<file path="config.mk">
export PLATFORM = sky130hd
export DESIGN_NAME = latch_bank_write_sched
export DESIGN_NICKNAME = d
export VERILOG_FILES = /design/src/rtl/latch_bank_write_sched.sv
export SDC_FILE = /design/constraint.sdc
export NUM_CORES = 1
export LEC_CHECK = 0
export ABC_AREA = 1
export CAP_MARGIN = 20
export CORE_MARGIN = 2
export CORE_UTILIZATION = 43
export CTS_BUF_LIST = sky130_fd_sc_hd__clkbuf_8 sky130_fd_sc_hd__clkbuf_16
export DETAILED_ROUTE_END_ITERATION = 10
export HOLD_SLACK_MARGIN = 0.06
export PLACE_DENSITY = 0.74
export SLEW_MARGIN = 10
export SYNTH_ARGS = -nofsm -noshare
export SYNTH_HDL_FRONTEND = slang
export SYNTH_SLANG_ARGS = --single-unit
</file>
<file path="constraint.sdc">
create_clock -name clk -period 1.24 [get_ports clk]
set_input_delay 0.186 -clock clk [delete_from_list [all_inputs] [get_ports clk]]
set_output_delay 0.186 -clock clk [all_outputs]
set_load 0.05 [all_outputs]
</file>
<file path="src/rtl/latch_bank_write_sched.sv">
// rtl/latch_bank_write_sched.sv - write/clear sequencer for a latch bank (optional LATCH_BANK_CLEAR_ON_RESET_EN)
module latch_bank_write_sched #(
    parameter int NWORDS    = 8,
    parameter int AW        = 3,
    parameter int DW        = 8,
    parameter int SETUP_CYC = 1,
    parameter int PULSE_CYC = 2,
    parameter int HOLD_CYC  = 1,
    parameter int RECOV_CYC = 2
) (
    input  logic              clk,
    input  logic              reset,
    input  logic              req_valid,
    output logic              req_ready,
    input  logic [AW-1:0]     req_addr,
    input  logic [DW-1:0]     req_data,
    input  logic              clr_req,
    output logic              clr_ack,
    output logic              addr_err,
    output logic              busy,
    output logic [DW-1:0]     lat_d,
    output logic [NWORDS-1:0] lat_gaten,
    output logic              lat_resetb
);

    localparam int CW = 8;
    localparam logic [CW-1:0] SETUP_LAST = (SETUP_CYC > 0) ? CW'(SETUP_CYC - 1) : '0;
    localparam logic [CW-1:0] PULSE_LAST = CW'(PULSE_CYC - 1);
    localparam logic [CW-1:0] HOLD_LAST  = (HOLD_CYC > 0) ? CW'(HOLD_CYC - 1) : '0;
    localparam logic [CW-1:0] RECOV_LAST = CW'(RECOV_CYC - 1);

    typedef enum logic [2:0] {
        IDLE  = 3'd0,
        SETUP = 3'd1,
        PULSE = 3'd2,
        HOLD  = 3'd3,
        CLEAR = 3'd4,
        RECOV = 3'd5
    } state_t;

    state_t              state, state_n;
    logic [CW-1:0]       cnt, cnt_n;
    logic [AW-1:0]       addr_q, addr_n;
    logic                accept;
    logic                pending_clr;
    logic [NWORDS-1:0]   gate_n;

`ifdef LATCH_BANK_CLEAR_ON_RESET_EN
    // Arm a bank clear during reset; it is consumed the first time IDLE launches it.
    always_ff @(posedge clk) begin
        if (reset) begin
            pending_clr <= 1'b1;
        end else if (state == IDLE) begin
            pending_clr <= 1'b0;
        end
    end
`else
    assign pending_clr = 1'b0;
`endif

    // Handshake and status; reset forces both low without waiting for an edge.
    assign req_ready = !reset && (state == IDLE) && !clr_req && !pending_clr;
    assign busy      = !reset && ((state != IDLE) || pending_clr);

    // Next-state, phase counter and request capture.
    always_comb begin
        state_n = state;
        cnt_n   = cnt + 1'b1;
        addr_n  = addr_q;
        accept  = 1'b0;
        case (state)
            IDLE: begin
                cnt_n = '0;
                if (clr_req || pending_clr) begin
                    state_n = CLEAR;
                end else if (req_valid) begin
                    accept  = 1'b1;
                    addr_n  = req_addr;
                    state_n = (SETUP_CYC > 0) ? SETUP : PULSE;
                end
            end
            SETUP: begin
                if (cnt == SETUP_LAST) begin
                    state_n = PULSE;
                    cnt_n   = '0;
                end
            end
            PULSE: begin
                if (cnt == PULSE_LAST) begin
                    state_n = (HOLD_CYC > 0) ? HOLD : IDLE;
                    cnt_n   = '0;
                end
            end
            HOLD: begin
                if (cnt == HOLD_LAST) begin
                    state_n = IDLE;
                    cnt_n   = '0;
                end
            end
            CLEAR: begin
                if (cnt == PULSE_LAST) begin
                    state_n = RECOV;
                    cnt_n   = '0;
                end
            end
            RECOV: begin
                if (cnt == RECOV_LAST) begin
                    state_n = IDLE;
                    cnt_n   = '0;
                end
            end
            default: begin
                state_n = IDLE;
                cnt_n   = '0;
            end
        endcase
    end

    // Gate vector for the coming cycle: only the addressed, in-range word opens.
    always_comb begin
        gate_n = '1;
        for (int i = 0; i < NWORDS; i++) begin
            gate_n[i] = !((state_n == PULSE) && (int'(addr_n) == i));
        end
    end

    // FSM state register.
    always_ff @(posedge clk) begin
        if (reset) begin
            state  <= IDLE;
            cnt    <= '0;
            addr_q <= '0;
        end else begin
            state  <= state_n;
            cnt    <= cnt_n;
            addr_q <= addr_n;
        end
    end

    // Array-facing outputs are registered from next-state so they never glitch.
    always_ff @(posedge clk) begin
        if (reset) begin
            lat_d      <= '0;
            lat_gaten  <= '1;
            lat_resetb <= 1'b1;
            clr_ack    <= 1'b0;
            addr_err   <= 1'b0;
        end else begin
            if (accept) begin
                lat_d <= req_data;
            end
            lat_gaten  <= gate_n;
            lat_resetb <= (state_n != CLEAR);
            clr_ack    <= (state_n == RECOV) && (cnt_n == RECOV_LAST);
            addr_err   <= (state_n == PULSE) && (cnt_n == '0) && (int'(addr_n) >= NWORDS);
        end
    end

endmodule

</file>
# ---- After elaboration in Yosys (flattened, before gate mapping)
# Index checks and enable logic that the tools add are counted.
# W data, S select, Z words.
dict set report totals {
  register_bits 32
  input_bits 15
  output_inout_bits 21
  word_cells 70
}
dict set report op_classes {
  addsub 1
  n_eq_ne 17
  muxes 17
  reduce_logical 28
}
# op count
set ops {}
lappend ops {{$mux W3} 10}
lappend ops {{$eq A3 B3 Y1 const B} 7}
lappend ops {{$pmux W3 S6} 1}
lappend ops {{$eq A8 B1 Y1 const B} 2}
lappend ops {{$mux W8} 2}
lappend ops {{$pmux W8 S2} 1}
lappend ops {{$eq A3 B2 Y1 const B} 5}
lappend ops {{$logic_and A1 B1 Y1} 12}
lappend ops {{$logic_not A1 Y1} 10}
lappend ops {{$add A8 B1 Y8 const B} 1}
lappend ops {{$logic_not A8 Y1} 1}
lappend ops {{$eq A3 B1 Y1 const B} 2}
lappend ops {{$logic_not A3 Y1} 2}
lappend ops {{$mux W1} 3}
lappend ops {{$ne A3 B3 Y1 const B} 1}
lappend ops {{$reduce_bool A3 Y1} 1}
lappend ops {{$reduce_or A3 Y1} 1}
lappend ops {{$reduce_or A2 Y1} 1}

# ---- Depth between registers and ports, before layout
dict set report logic_depth {
  ltp_word 6
  ltp_mapped 12
  ltp_nobuf 12
}

# ---- Worst setup path after synthesis
# No wires, ideal clock.
dict set report synth_path {
  path_kind {register to output}
  start {register state[1]}
  end {output req_ready}
  arrival_ns 1.983
  t_required_ns 1.054
  path_slack_ns -0.929
  path_stages_with_launch 4
  path_buffers 0
  cell_sequence {dfxtp_1 nor2_2 inv_2 nor4_1}
}
dict set report synth_between {
  elab_chain_cells 3
}
# item line
set synth_lines {}
lappend synth_lines {{start, declared} 41} ;# state_t state, state_n;
lappend synth_lines {{start signal, assigned} 134} ;# state <= state_n;
lappend synth_lines {{$logic_not A3 Y1} 62} ;# assign req_ready = !reset && (state == IDLE) && !clr_req && !pending_clr;
lappend synth_lines {{$logic_and A1 B1 Y1 (2 in a row)} 62}
lappend synth_lines {{end, declared} 14} ;# output logic req_ready,
# No other way between the ends.

# ---- Worst setup path after layout
dict set report layout_path {
  start {register cnt[0]}
  end {register clr_ack}
}
dict set report layout_between {
  elab_chain_cells 5
  word_cells_on_any_way 15
  cone_classes {add/sub: 1; eq/ne: 3; mux: 9; reduce/logical: 2}
}
# item line
set layout_lines {}
lappend layout_lines {{start, declared} 42} ;# logic [CW-1:0] cnt, cnt_n;
lappend layout_lines {{start signal, assigned} 135} ;# cnt <= cnt_n;
lappend layout_lines {{$add A8 B1 Y8 (tied with other cells)} 68} ;# cnt_n = cnt + 1'b1;
lappend layout_lines {{$mux W8 (tied with other cells)} {89, 101, 107}}
lappend layout_lines {{$pmux W8 S2 / $pmux W3 S6 (equally long branches)} 71} ;# case (state)
lappend layout_lines {{$eq A8 B1 Y1 / $eq A3 B3 Y1 (equally long branches)} 154} ;# clr_ack <= (state_n == RECOV) && (cnt_n == RECOV_LAST);
lappend layout_lines {{$logic_and A1 B1 Y1 *} 154}
lappend layout_lines {{end signal, assigned} 154}
lappend layout_lines {{end, declared} 18} ;# output logic clr_ack,
# Mark *: on every way between the ends. The rest lies on a longest branch, timed or not.
# A chain may end at the register's enable or synchronous reset.

==> summary.md <==
| Metric | Value |
|---|---|
| Layout Nets | 291 |
| Port bufs | 34 |
| WP data required | ~1.5 ns |
| Hold_buf cts | 0 |
| DRT iter0 DRCs | 117 |
| IO Pins | 36 |
| Synth Flop Type | dfxtp_1 |
| Sequential cell area | 664 um^2 |
| Setup crit end kind | flop |
| Worst min-delay path class | in -> reg |
| Syn. warnings | 0 |
| Number of core rows | 21 |
| Routed vias/inst | around 5.6 |
| Most common library cells after synthesis | nand2_1, dfxtp_1, nor2_1, inv_1, nand3_1 |
| Final WS setup | -0.357 ns |
| Seq/Total Area, Yosys | between 40% and 50% |
| Worst-case clock buffer depth | 2 |
| Top-count cell post-synth | nand2_1 |
| Final Cell Area | 2890 um^2 |
| Grt ovf | 0 |
| Worst EP arrival | 1.83 ns |
| PD cells | 1300 nW/um^2 |
| Async S/R FF share, synth | 0% |
| Synth top area share | 44.2% |
| Total Power | 3770 uW |
| Yosys reg bits | 32 |
| RSZ-0062 raised after global routing | yes |
| Fin. max-slew vios | 0 |
| Final hold violations | 0 |
| Synth cell types | 32 |
| Post-synthesis average cell area | 7.47 um^2 |
| Root buffer cell | clkbuf_8 |
| Status | finished, violations left |
| Via count | 1793 |
| Drt first pass iters | 6 |
| TritonCTS buffer count | 5 |
| Core Area | 3280 um^2 |
| Initial antenna violation count | 0 |
| Final setup fails | 34 |
| GRT Resource Usage Total | 29.3% |
| Final Critical Period | 1.60 ns |
| Critical path startpoint category | flop |
| Inst Count DP | 297 |
| Final std cells w/o fill | 320 |
| Clk slew on worst S/H paths | 0.08 ns |
| Final WL | 6560 um |
| Max cap viols | 0 |
| VDD IR-drop max | 0.968 mV |
| Synthesized area | 1450 um^2 |
| Layout area overhead | 99.4% |
| Die span in x | approximately 62 um |
| # H-tree levels | 2 |
| Fin crit share | 129% |
| Worst-Skew Late Latency | 0.30 ns |
| Final Core Density | 88.0% |
| Vias in the first global route | 1611 |
| Largest net degree at the start of global routing | 13 |
| Die area | 3850 um^2 |
| Drt wl/cell | 20.5 um |
| Pleak | 0.00120 uW |
| Worst Path Max Fanout | 4 |
| WS Path Type | reg -> reg |
| Synth area leader | dfxtp_1 |
| Post-DRT Antenna Nets | 0 |
| Syn nets | ~210 |
| Mapped Cells | 194 |
| Hpwl dp | 2800 um |
| Area taken by multi-input logic gates | ~1000 um^2 |
| DR DRC count | 0 |
| Die height | 62.1 um |
| Fmax | 0.626 GHz |
| Failing checks | setup timing |
| First-pass GRT wire length | approximately 8000 um |
| Number of flops mapped to enable cells by yosys | 0 |
| Final setup skew | 0.0115 ns |
| Filler instances | about 130 |
| Initial core utilization | ~44% |
| Clock sinks | 32 |
| Share of layout cells above drive strength 1 | 57.3% |
| Synth top area cells | dfxtp_1, nand2_1, nor2_1 |
| DP Area | 2290 um^2 |
| Diodes inserted | 0 |
| Gp weighted congestion | 0.799 |
| CTS tree | yes |
worst paths after layout:
check / endpoint / slack, ns / startpoint / cells past startpoint
worst min-delay path: lat_d[6] / 0.44 / req_data[6] / 3
worst min register to register: lat_d[3] / 0.50 / lat_d[3] / 2
worst max register to register: clr_ack / -0.36 / cnt[0] / 10
worst max-delay path: clr_ack / -0.36 / cnt[0] / 10
repair_timing:
item | 4_1_cts | 5_1_grt
gates resized for setup | 60 | 43
buffers inserted | 7 | 8
cloned | 1 | 0
setup endpoints to repair | 28 | 34
pin swaps | 19 | 20
placed cells by master (no fill, tap or decap), drive strengths merged:
master | synthesis | routed
nor3b | 1 | 1
nor3 | 2 | 2
a21o | 2 | 2
a21boi | 1 | 1
buf | 4 | 64
nor4 | 1 | 1
clkinv | 0 | 1
xnor2 | 1 | 1
or2 | 1 | 1
nand3 | 16 | 16
clkbuf | 2 | 5
a21oi | 11 | 11
conb | 1 | 1
nor2 | 30 | 30
clkinvlp | 0 | 2
bufinv | 0 | 1
nand2 | 47 | 47
o21ai | 6 | 6
inv | 22 | 21
ha | 3 | 3
dfxtp | 32 | 32
nand4 | 9 | 9
and2b | 1 | 1
clkdlybuf4s50 | 0 | 14
o21bai | 1 | 1
stage by stage:
stage | TNS (ns) | hold WS [ns] | setup slack, ns
global route | -7.86 | 0.479 | -0.398
global placement | -6.62 | 0.461 | -0.347
finish | -6.38 | 0.442 | -0.357
detailed placement | -8.22 | 0.463 | -0.440
floorplan | -0.441 | 0.329 | -0.0668
CTS | -4.49 | 0.448 | -0.287
critical path: stages, from the launching register on:
cell and delay (ns):
dfxtp_4 0.40, buf_6 0.11, ha_4 0.14, nand2_2 0.05
inv_2 0.06, nand3_1 0.13, a21oi_2 0.20, nand3_1 0.14
nor2_1 0.15, nand2_1 0.06, nor2_1 0.08
kinds of logic after synthesis:
family	after synthesis	synth area share (%)
flops	32	44.2
fa+ha+maj	3	2.59
xor+xnor	1	0.604
other cells	1	0.259
simple gates	108	34.7
buf+inv	28	8.63
compound gates	21	9.06
metal layers:
metal	wire [um]	global-route usage (%)	vias to the layer above
met2	3420	49.7	112
met1	2350	32.2	863
li1	-	-	780
met3	431	7.87	38
met4	355	18.2	0
met5	0	0	-
where the power goes:
group | switching [uW] | internal [uW]
clock | 436 | 594
sequential | 92.5 | 1100
combinational | 859 | 688
flip-flops by register name, summed over array words and instances, names as in the netlist:
name	flops
clr_ack	1
cnt	8
lat_gaten	8
addr_q	3
state	3
lat_resetb	1
lat_d	8
area by class of cell:
cell class              count  share of cell area, %
inverters                  22                   3.33
multi-input cells         134                   36.3
well taps                  46                   1.99
clock buffers               5                   2.38
clock inverters             3                   1.47
flip-flops and latches     32                   23.0
repair buffers             78                   31.5
(Power assumes the default switching activity.)
